File: config.mk
export PLATFORM = sky130hd
export DESIGN_NAME = io_bus_ctrl
export DESIGN_NICKNAME = d
export VERILOG_FILES = /design/src/rtl/io_bus_pkg.sv /design/src/rtl/io_addr_decode.sv /design/src/rtl/io_bus_ctrl.sv
export SDC_FILE = /design/constraint.sdc
export NUM_CORES = 1
export LEC_CHECK = 0
export BUFFER_PORTS_ARGS = -buffer_cell sky130_fd_sc_hd__buf_2
export CORE_MARGIN = 1.5
export CORE_UTILIZATION = 40
export DETAILED_ROUTE_END_ITERATION = 6
export PLACE_DENSITY = 0.77
export SYNTH_ARGS = -nofsm -noshare
export SYNTH_HDL_FRONTEND = slang
export SYNTH_SLANG_ARGS = --single-unit
export TNS_END_PERCENT = 30
File: constraint.sdc
create_clock -name clock -period 2.9 [get_ports clock]
set_clock_uncertainty 0.1 [all_clocks]
set_input_delay 0.58 -clock clock [delete_from_list [all_inputs] [get_ports clock]]
set_output_delay 0.58 -clock clock [all_outputs]
set_load 0.1 [all_outputs]
File: src/rtl/io_bus_pkg.sv
// rtl/io_bus_pkg.sv - shared address map, device indices, state encoding and defaults for the CPU I/O bus
package io_bus_pkg;

   localparam int DEFAULT_TIMEOUT = 15;
   localparam int NUM_DEV         = 4;
   localparam int DATA_W          = 16;

   // Each device owns one 16-byte page; these are addr[31:4] of that page.
   localparam logic [27:0] KEY_PAGE = 28'hFFFFFC1;
   localparam logic [27:0] SW_PAGE  = 28'hFFFFFC7;
   localparam logic [27:0] CTC_PAGE = 28'hFFFFFC2;
   localparam logic [27:0] LED_PAGE = 28'hFFFFFC6;

   localparam int DEV_KEY = 0;
   localparam int DEV_SW  = 1;
   localparam int DEV_CTC = 2;
   localparam int DEV_LED = 3;

   typedef enum logic [1:0] {
      ST_IDLE   = 2'd0,
      ST_ACCESS = 2'd1,
      ST_DONE   = 2'd2,
      ST_ERR    = 2'd3
   } state_t;

   function automatic logic [1:0] sel_to_idx(input logic [NUM_DEV-1:0] sel);
      sel_to_idx = 2'd0;
      for (int i = 0; i < NUM_DEV; i++) begin
         if (sel[i]) sel_to_idx = 2'(i);
      end
   endfunction

endpackage

File: src/rtl/io_addr_decode.sv
// rtl/io_addr_decode.sv - page decode to one-hot device select plus direction legality check
module io_addr_decode
   import io_bus_pkg::*;
(
   input  logic [31:4]        addr,
   input  logic               we,
   output logic [NUM_DEV-1:0] sel,
   output logic               legal
);

   // Select is reported even for a wrong direction; legal alone decides ACCESS vs ERR.
   always_comb begin
      sel   = '0;
      legal = 1'b0;
      case (addr)
         KEY_PAGE: begin sel[DEV_KEY] = 1'b1; legal = ~we;  end
         SW_PAGE:  begin sel[DEV_SW]  = 1'b1; legal = ~we;  end
         CTC_PAGE: begin sel[DEV_CTC] = 1'b1; legal = 1'b1; end
         LED_PAGE: begin sel[DEV_LED] = 1'b1; legal = we;   end
         default:  ;
      endcase
   end

endmodule

File: src/rtl/io_bus_ctrl.sv
// rtl/io_bus_ctrl.sv - CPU I/O bus controller: decode, strobe a device, wait for ack or time out
module io_bus_ctrl
   import io_bus_pkg::*;
#(
   parameter int TIMEOUT = DEFAULT_TIMEOUT
)(
   input  logic                      clock,
   input  logic                      reset,
   input  logic                      req,
   input  logic                      we,
   input  logic [31:0]               addr,
   input  logic [DATA_W-1:0]         wdata,
   output logic [DATA_W-1:0]         rdata,
   output logic                      busy,
   output logic                      done,
   output logic                      err,
   output logic [NUM_DEV-1:0]        dev_sel,
   output logic                      dev_rd,
   output logic                      dev_wr,
   output logic [3:0]                dev_addr,
   output logic [DATA_W-1:0]         dev_wdata,
   input  logic [NUM_DEV*DATA_W-1:0] dev_rdata,
   input  logic [NUM_DEV-1:0]        dev_ack
);

   localparam int CNT_W = $clog2(TIMEOUT + 1) + 1;

   state_t             state, state_n;
   logic [NUM_DEV-1:0] dec_sel, sel_q;
   logic               dec_legal;
   logic               we_q;
   logic [1:0]         idx_q;
   logic [CNT_W-1:0]   cnt;
   logic               accept;
   logic               ack_sel;

   io_addr_decode u_decode (
      .addr  (addr[31:4]),
      .we    (we),
      .sel   (dec_sel),
      .legal (dec_legal)
   );

   assign accept  = (state == ST_IDLE) && req;
   assign ack_sel = |(dev_ack & sel_q);

   always_ff @(posedge clock) begin
      if (reset) state <= ST_IDLE;
      else       state <= state_n;
   end

   // An ack in the timeout cycle takes priority over the error.
   always_comb begin
      state_n = state;
      busy    = 1'b1;
      done    = 1'b0;
      err     = 1'b0;
      dev_sel = '0;
      dev_rd  = 1'b0;
      dev_wr  = 1'b0;
      case (state)
         ST_IDLE: begin
            busy = 1'b0;
            if (req) state_n = dec_legal ? ST_ACCESS : ST_ERR;
         end
         ST_ACCESS: begin
            dev_sel = sel_q;
            dev_rd  = ~we_q;
            dev_wr  = we_q;
            if (ack_sel)                         state_n = ST_DONE;
            else if (cnt == CNT_W'(TIMEOUT))     state_n = ST_ERR;
         end
         ST_DONE: begin
            done    = 1'b1;
            state_n = ST_IDLE;
         end
         ST_ERR: begin
            done    = 1'b1;
            err     = 1'b1;
            state_n = ST_IDLE;
         end
         default: state_n = ST_IDLE;
      endcase
   end

   always_ff @(posedge clock) begin
      if (reset) begin
         sel_q     <= '0;
         idx_q     <= 2'd0;
         we_q      <= 1'b0;
         dev_addr  <= 4'd0;
         dev_wdata <= '0;
         cnt       <= '0;
         rdata     <= '0;
      end else begin
         if (accept) begin
            sel_q     <= dec_sel;
            idx_q     <= sel_to_idx(dec_sel);
            we_q      <= we;
            dev_addr  <= addr[3:0];
            dev_wdata <= wdata;
            cnt       <= '0;
         end else if (state == ST_ACCESS) begin
            cnt <= cnt + 1'b1;
         end
         if ((state == ST_ACCESS) && ack_sel && !we_q)
            rdata <= dev_rdata[{idx_q, 4'b0000} +: DATA_W];
      end
   end

endmodule

==> results of run 1 <==
[tightest hold or removal path, delay by kind of cell, from the launching register on]
kind	cells	cell delay, ns
and+or+nand+nor	1	0.05
DFF	1	0.31
AOI/OAI and AO/OA	1	0.05
[registers in the layout (all words and copies together), names as in the netlist]
name       flops
sel_q          4
rdata         16
dev_wdata     16
state          2
we_q           1
dev_addr       4
cnt            5
idx_q          2
[area by class of cell]
| type | instances | area (um2) |
|---|---|---|
| Timing Repair Buffer | 168 | 851 |
| Fill cell | 553 | 2550 |
| Sequential cell | 50 | 1000 |
| Tap cell | 75 | 93.8 |
| Clock inverter | 1 | 5.00 |
| Clock buffer | 7 | 86.3 |
| Inverter | 3 | 11.3 |
| Multi-Input combinational cell | 179 | 1400 |
[worst paths after layout]
| check | slack (ns) | start | cells after the start | to |
|---|---|---|---|---|
| worst max-delay path | 0.50 | state[0]$_SDFFE_PP0P_ | 4 | dev_sel[1] |
| worst min-delay path | 0.36 | dev_wdata[2]$_SDFFE_PP0P_ | 2 | dev_wdata[2]$_SDFFE_PP0P_ |
| worst max register to register | 1.04 | state[1]$_SDFFE_PP0P_ | 4 | sel_q[1]$_SDFFE_PP0P_ |
| worst min register to register | 0.36 | dev_wdata[2]$_SDFFE_PP0P_ | 2 | dev_wdata[2]$_SDFFE_PP0P_ |
[routing by layer]
layer	vias to the layer above	global-route usage
met2	105	0.378
met1	1139	0.209
met3	5	0.0451
li1	1209	-
met5	-	0
met4	0	0.0458
[cells by family (layout without fill, tap and decap cells)]
family / Yosys count / after routing / share of synthesized area
AND/OR/NAND/NOR: 105 / 105 / 0.205
flip-flops: 50 / 50 / 0.398
AO/OA/AOI/OAI: 34 / 34 / 0.0965
multiplexers: 34 / 34 / 0.230
buffers and inverters: 22 / 179 / 0.0468
XOR/XNOR: 4 / 4 / 0.0139
adder cells (fa/ha/maj): 2 / 2 / 0.00995
[power groups by stage]
stage | clock network, mW | registers [mW] | logic, mW
after floorplan | 0 | 0.876 | 0.147
after global placement | 0 | 0.743 | 0.397
after detailed placement | 0 | 0.744 | 0.403
after CTS | 0.427 | 0.728 | 0.404
after global routing | 0.454 | 0.732 | 0.429
final | 0.410 | 0.728 | 0.401
[cell usage in the layout, fill, tap and decap left out, types with 4 or more instances in the layout]
cell type / instances
mux4_2: 6
nand2_1: 48
clkbuf_8: 6
buf_4: 4
buf_2: 164
a21oi_1: 23
nor3_1: 7
mux4_1: 10
nor2_1: 19
dfxtp_1: 50
nand3b_1: 6
mux2i_1: 18
and2_1: 7
nand4_1: 5
[metrics by stage]
stage	hold slack (ns)	worst slack, ns	cell area [um2]	util
after floorplan	0.341	0.625	2510	-
after global placement	0.339	0.831	3350	0.560
after detailed placement	0.343	0.785	3350	0.560
after CTS	0.356	0.485	3440	0.575
after global routing	0.377	0.386	3440	0.575
final	0.355	0.503	3440	0.575
==> flow_summary.json, run 1 <==
{
  "outcome": "finished clean",
  "wl_met3_um": 606,
  "dr.first_iter.drc_count": 80,
  "dieArea_um2": 6770,
  "tightest_slew_ns": 0.959,
  "drive_gt1_frac": 0.466,
  "post-cts-setup-buffers": 0,
  "grtUsageTotal": 0.194,
  "cts_hold_buf": 0,
  "critical-path-top-delay-family": "buffers and inverters",
  "cp.arrival_ns": 1.72,
  "synth_top_area_frac": 0.398,
  "die_h_um": 82.3,
  "cts.repair.resized": 0,
  "clockPowerShare": 0.267,
  "clk_path_buf_depth": 2,
  "port-buffer-count": 164,
  "path_cells": "nor2b_1 > buf_4 > and2_1 > buf_2",
  "stdcell_count": 483,
  "power_switching_mw": 0.513,
  "std_cell_rows": 28,
  "path_buf_inv": 2,
  "cap_violations": 0,
  "synth_area_leader_cell": "dfxtp_1",
  "synth_area_um2": 2510,
  "power_density_nw_per_um2": 447,
  "syn-num-nets": 373,
  "drtPass1Iterations": 4,
  "area_delta_synth_final_pct": 37.0,
  "synthTopCellsByArea": "dfxtp_1 40%, mux4_1 10%, mux2i_1 7.2%",
  "hold_viol": 0,
  "clk_latency_ns": 0.30,
  "setup_viol_count_final": 0,
  "tns_ns": 0,
  "cts-root-buf": "clkbuf_8",
  "ys_async_sr_fraction": 0,
  "start_util": 0.420,
  "max-vdd-ir-drop_mv": 0.296,
  "hold_class": "reg -> reg",
  "synth_cell_types": 41,
  "swShare": 0.333,
  "viasPerCell": 5.09,
  "place_hpwl_um": 5280,
  "antenna_found_initial": 0,
  "p_comb_frac": 0.260,
  "h-tree-depth": 2,
  "n_antenna_cell": 0,
  "relSlewSlack": 0.361,
  "finalPower_mw": 1.54,
  "rsz0062_at_grt": "no",
  "cp.required_ns": 2.22,
  "yosysWarningCount": 0,
  "period_minus_slack_ns": 2.40,
  "cp-end-kind": "primary output",
  "grt_pass1_vias": 2346,
  "synth-edff-count": 0,
  "netlist_instances": 251,
  "wl_met1_um": 2630,
  "worstPathMaxFanout": 12,
  "yosysMostFrequentCell": "dfxtp_1",
  "avgSynthCellArea_um2": 10.0,
  "nets": 529,
  "dominantRegCellSynth": "dfxtp_1",
  "io_pins": 165,
  "dp_cells": 475,
  "start_kind": "flop",
  "seqPwrFrac": 0.473,
  "drt_wl_total_um": 6770,
  "yosys-top-cells-count": "50 x dfxtp_1, 48 x nand2_1, 23 x a21oi_1",
  "drv_slew": 0,
  "final_min_period_over_clock_period": 0.826,
  "place_congestion": 0.756,
  "synth-seq-area-share": 0.398,
  "synth-seq-cells": 50,
  "top_layer_used": "met4",
  "grt_max_degree": 55,
  "cts_sinks": 50,
  "power.leakage_nw": 1.73,
  "cts.clk_slew.worst_paths_ns": 0.08,
  "grt_pass1_wl_um": 10100,
  "critPathKind": "reg -> out",
  "cts_tree": "done",
  "ant_nets": 0,
  "cpMaxStageDelayCell": "dfxtp_1",
  "wl_met2_um": 3460,
  "numCtsBuffers": 5,
  "cpPeakStageDelay_ns": 0.48,
  "wl_per_cell_um": 14.0,
  "num_vias": 2458,
  "die_w_um": 82.3,
  "core-area_um2": 5990,
  "internal_power_mw": 1.03,
  "grt-ovfl-total": 0,
  "fmax_mhz": 417,
  "drc": 0
}
Power figures use the tool's default switching activity.
==> run 2: changes to the inputs <==
Settings changed: ABC_AREA from default to 1, PLACE_DENSITY 0.77 to 0.76.
Clock period 2.9 ns to 2.4 ns, I/O delays scaled along.
==> run 2 against run 1 <==
Effect of this change:
- global-route usage rose by 1.3 points
- core utilization fell by 1.7 points
- register-to-register slack got worse by 0.38 ns
- count of clock-buffer cells in the layout fell by 2
- cell count rose by 19%
- combinational power rose by 24%
- sequential power rose by 21%
- sequential share of layout area fell by 0.50 points
- power rose by 20%
- first-iteration DRC count fell by 14%
- die area rose by 2.3%
- critical path depth rose by 1
- critical endpoint is now dev_sel[2]
==> flow_summary.json, run 2 <==
{
  "place_hpwl_um": 5610,
  "drv_slew": 0,
  "grtUsageTotal": 0.207,
  "synth_xor_area_frac": 0.00340,
  "max-vdd-ir-drop_mv": 0.424,
  "place_area_um2": 3420,
  "relSlewSlack": 0.647,
  "die_h_um": 83.2,
  "antenna_found_initial": 0,
  "cp.arrival_ns": 1.65,
  "numCtsBuffers": 5,
  "reg.largest.list": "dev_wdata: 16 flops, rdata: 16 flops, cnt: 5 flops",
  "synthAdderAreaFrac": 0.00972,
  "critPathKind": "reg -> out",
  "start_util": 0.410,
  "synth-seq-area-share": 0.389,
  "synth_top_area_frac": 0.389,
  "drc": 0,
  "period_minus_slack_ns": 2.23,
  "grt_pass1_vias": 2663,
  "ys_async_sr_fraction": 0,
  "synth_cell_types": 29,
  "final_cell_mix": "164 x buf_2, 55 x nor2_1, 50 x dfxtp_1",
  "clk_latency_ns": 0.29,
  "final_common_cell": "buf_2",
  "synth-seq-cells": 50,
  "post-cts-setup-buffers": 0,
  "synth_area_um2": 2570,
  "synthTopCellsByArea": "dfxtp_1 39%, nor2_1 8.0%, a22o_1 7.5%",
  "grt_pass1_wl_um": 11900,
  "netlist_instances": 340,
  "wl_per_cell_um": 12.6,
  "rsz0062_at_grt": "no",
  "synth-edff-count": 0,
  "yosys-top-cells-count": "55 x nor2_1, 50 x dfxtp_1, 39 x inv_1",
  "power.leakage_nw": 1.68,
  "drt_wl_total_um": 7250,
  "fmax_mhz": 449,
  "clk_path_buf_depth": 2,
  "dr.first_iter.drc_count": 69,
  "hold_class": "in -> reg",
  "core-area_um2": 6280,
  "drive_gt1_frac": 0.421,
  "dominantRegCellSynth": "dfxtp_1",
  "synth_area_leader_cell": "dfxtp_1",
  "num_vias": 2812,
  "outcome": "finished clean",
  "setup_viol_count_final": 0,
  "port-buffer-count": 164,
  "cp-end-kind": "primary output",
  "worstPathMaxFanout": 11,
  "tightest_slew_ns": 0.526,
  "h-tree-depth": 2,
  "final_min_period_over_clock_period": 0.928,
  "synthMuxAreaShare": 0,
  "cts_hold_buf": 0,
  "io_pins": 165,
  "nets": 619,
  "std_cell_rows": 29,
  "dieArea_um2": 6930,
  "finalPower_mw": 1.85,
  "fillCellCount": 620,
  "cts_sinks": 50,
  "cts-root-buf": "clkbuf_8",
  "syn-num-nets": 462,
  "stdcell_area_um2": 3500,
  "yosysMostFrequentCell": "nor2_1",
  "cts.repair.resized": 0,
  "n_antenna_cell": 0,
  "cts_tree": "done",
  "cap_violations": 0,
  "drtPass1Iterations": 4,
  "hold_viol": 0,
  "yosysWarningCount": 0,
  "cts.clk_slew.worst_paths_ns": 0.09,
  "viasPerCell": 4.90,
  "cp.required_ns": 1.82,
  "grt-ovfl-total": 0,
  "power_density_nw_per_um2": 529,
  "synth_compound_area_frac": 0.315,
  "ant_nets": 0,
  "synth_top_family_by_area": "compound AO/OA/AOI/OAI gates",
  "start_kind": "flop",
  "area_delta_synth_final_pct": 36.1,
  "synth-simple-area-share": 0.172,
  "place_congestion": 0.825,
  "grt_max_degree": 33,
  "avgSynthCellArea_um2": 7.57,
  "die_w_um": 83.2
}
[run 2: cell count changes in the layout (fill, tap and decap cells not counted), moves of 11 or more]
cell     before  now
a22o_1        2   22
inv_1         3   39
o21ai_1       1   14
nand2_1      48   37
o22ai_1       0   19
a21oi_2       0   17
o21ai_0       0   34
a21oi_1      23    4
mux2i_1      18    0
nor2_1       19   55
[run 2: worst paths after layout]
check,startpoint,cells after the start,slack [ns],endpoint
max reg2reg,state[1]$_SDFFE_PP0P_,7,0.66,idx_q[1]$_SDFFE_PP0P_
min reg2reg,rdata[13]$_SDFFE_PP0P_,2,0.35,rdata[13]$_SDFFE_PP0P_
min,wdata[8],2,0.28,dev_wdata[8]$_SDFFE_PP0P_
max,state[0]$_SDFFE_PP0P_,5,0.17,dev_sel[2]
[run 2: final cells by class]
type / count / area (um2) / share of cell area
clock buffers: 5 / 68.8 / 0.0196
clock inverters: 2 / 15.0 / 0.00428
inverters: 45 / 171 / 0.0489
multi-input cells: 227 / 1290 / 0.368
repair buffers: 168 / 863 / 0.246
flip-flops and latches: 50 / 1000 / 0.286
well taps: 77 / 96.3 / 0.0275
[run 2: cell families (layout without fill, tap and decap cells)]
| logic type | after synthesis | count (layout) |
|---|---|---|
| buffers and inverters | 63 | 220 |
| xor gates and xnor gates | 1 | 1 |
| DFF | 50 | 50 |
| and+or+nand+nor | 104 | 104 |
| adders and majority gates | 2 | 2 |
| AOI/OAI and AO/OA | 120 | 120 |
[run 2: routing by layer]
metal,global-route usage,up-vias,wire length [um]
met5,0,-,0
met4,0.0530,0,95
met2,0.384,108,3600
li1,-,1447,-
met3,0.0427,9,492
met1,0.242,1248,3060
[run 2: metrics by stage]
step,TNS (ns),cells,worst slack [ns],util,hold WS [ns]
5_1_grt,0,574,0.0634,0.558,0.274
3_5_place_dp,0,567,0.497,0.545,0.342
4_1_cts,0,574,0.148,0.558,0.272
3_3_place_gp,0,567,0.568,0.545,0.336
2_1_floorplan,-1.17,340,-0.233,-,0.351
6_report,0,574,0.173,0.558,0.282
[run 2: report_power, final]
part	leakage [nW]	internal [mW]	switching, mW
Clock	0.0362	0.199	0.274
Combinational	1.24	0.141	0.356
Sequential	0.406	0.860	0.0213
Total	1.68	1.20	0.652
[run 2: worst max-delay path, stage by stage (launching register included)]
cell,delay [ns]
dfxtp_1,0.42
inv_2,0.08
nor2_4,0.18
inv_4,0.11
nor2_1,0.11
buf_2,0.44
==> run 3: changes to the inputs <==
--- a/constraint.sdc
+++ b/constraint.sdc
@@ -4,2 +4,2 @@
 set_output_delay 0.48 -clock clock [all_outputs]
-set_load 0.1 [all_outputs]
+set_load 0.005 [all_outputs]
==> run 3 against run 2 <==
Effect of this change:
- critical path depth unchanged
- count of clock-buffer cells in the layout increased by 1
- worst setup slack improved by 0.32 ns
- clock power increased by 9.3%
- critical endpoint is now dev_sel[3]
- wire length decreased by 2.1%
- core utilization increased by 0.14 points
- worst hold slack about the same
- die area unchanged
==> flow_summary.json, run 3 (synthesis results as in run 2) <==
{
  "cp.arrival_ns": 1.33,
  "grt_max_degree": 33,
  "cts.repair.resized": 0,
  "drt_wl_total_um": 7100,
  "stdcell_area_um2": 3510,
  "tightest_slew_ns": 0.548,
  "clk_path_buf_depth": 2,
  "max-vdd-ir-drop_mv": 0.362,
  "path_cells": "inv_2 > nor2_4 > inv_4 > nor2_1 > buf_2",
  "wl_per_cell_um": 12.4,
  "start_util": 0.410,
  "die_w_um": 83.2,
  "fmax_mhz": 525,
  "power.leakage_nw": 1.69,
  "drtPass1Iterations": 4,
  "path_buf_inv": 3,
  "holdWs_ns": 0.282,
  "top_layer_used": "met4",
  "drc": 0,
  "final_common_cell": "buf_2",
  "n_antenna_cell": 0,
  "hold_class": "in -> reg",
  "h-tree-depth": 2,
  "grtUsageTotal": 0.204,
  "cp.required_ns": 1.82,
  "cpPeakStageDelay_ns": 0.40,
  "period_minus_slack_ns": 1.91,
  "grt_pass1_wl_um": 11800,
  "cts_hold_buf": 0,
  "wl_met1_um": 2980,
  "ant_nets": 0,
  "stdcell_count": 574,
  "port-buffer-count": 164,
  "drv_slew": 0,
  "drive_gt1_frac": 0.421,
  "setup_viol_count_final": 0,
  "cpMaxStageDelayCell": "dfxtp_1",
  "cts_tree": "done",
  "hold_viol": 0,
  "final_min_period_over_clock_period": 0.794,
  "cts_sinks": 50,
  "numCtsBuffers": 5,
  "reg.largest.list": "dev_wdata: 16 flops, rdata: 16 flops, cnt: 5 flops",
  "dieArea_um2": 6930,
  "tns_ns": 0,
  "area_delta_synth_final_pct": 36.4,
  "relSlewSlack": 0.634,
  "worstPathMaxFanout": 11,
  "place_area_um2": 3410,
  "outcome": "finished clean",
  "num_vias": 2864,
  "clk_latency_ns": 0.30,
  "fillCellCount": 642,
  "place_congestion": 0.789,
  "start_kind": "flop",
  "grt-ovfl-total": 0,
  "wl_met3_um": 552,
  "place_hpwl_um": 5410,
  "cap_violations": 0,
  "cp-end-kind": "primary output",
  "dr.first_iter.drc_count": 99,
  "critical-path-top-delay-family": "flip-flops",
  "core-area_um2": 6280,
  "grt_pass1_vias": 2691,
  "wl_met2_um": 3460,
  "viasPerCell": 4.99,
  "io_pins": 165,
  "die_h_um": 83.2,
  "rsz0062_at_grt": "no",
  "final_cell_mix": "164 x buf_2, 55 x nor2_1, 50 x dfxtp_1",
  "post-cts-setup-buffers": 0,
  "power_density_nw_per_um2": 474,
  "critPathKind": "reg -> out",
  "nets": 618,
  "cts.clk_slew.worst_paths_ns": 0.09,
  "antenna_found_initial": 0,
  "finalPower_mw": 1.67,
  "cts-root-buf": "clkbuf_8",
  "dp_cells": 566,
  "std_cell_rows": 29
}
run 3: changes by cell type in the layout (fill, tap and decap cells not counted):
cell        delta
buf_4          -1
clkinv_4       +2
clkbuf_8       +1
clkinvlp_4     -2
run 3: final cells by class:
class | instances | area, um2 | share of cell area
multi-input cells | 227 | 1290 | 0.367
flip-flops and latches | 50 | 1000 | 0.285
repair buffers | 167 | 856 | 0.244
inverters | 45 | 171 | 0.0488
well taps | 77 | 96.3 | 0.0274
clock buffers | 6 | 82.6 | 0.0235
clock inverters | 2 | 17.5 | 0.00499
run 3: path summary, 6_finish.rpt:
path / depth (start not counted) / slack [ns] / startpoint / end
worst max-delay path: 5 / 0.49 / state[0]$_SDFFE_PP0P_ / dev_sel[3]
worst min-delay path: 2 / 0.28 / wdata[8] / dev_wdata[8]$_SDFFE_PP0P_
worst max register to register: 7 / 0.64 / state[1]$_SDFFE_PP0P_ / sel_q[0]$_SDFFE_PP0P_
worst min register to register: 2 / 0.35 / rdata[13]$_SDFFE_PP0P_ / rdata[13]$_SDFFE_PP0P_
run 3: metrics by stage:
step | utilization | setup WS [ns]
3_5_place_dp | 0.544 | 0.543
6_report | 0.560 | 0.495
2_1_floorplan | - | 0.927
4_1_cts | 0.560 | 0.479
3_3_place_gp | 0.544 | 0.629
5_1_grt | 0.560 | 0.338
run 3: power breakdown:
group	internal, mW	total, mW	switching [mW]
logic	0.139	0.268	0.129
clock network	0.238	0.518	0.280
registers	0.860	0.881	0.0210
total	1.24	1.67	0.430
run 3: metal layers:
metal,track usage,up-vias
li1,-,1452
met1,0.238,1269
met2,0.370,131
met3,0.0467,12
met4,0.0621,0
met5,0,-
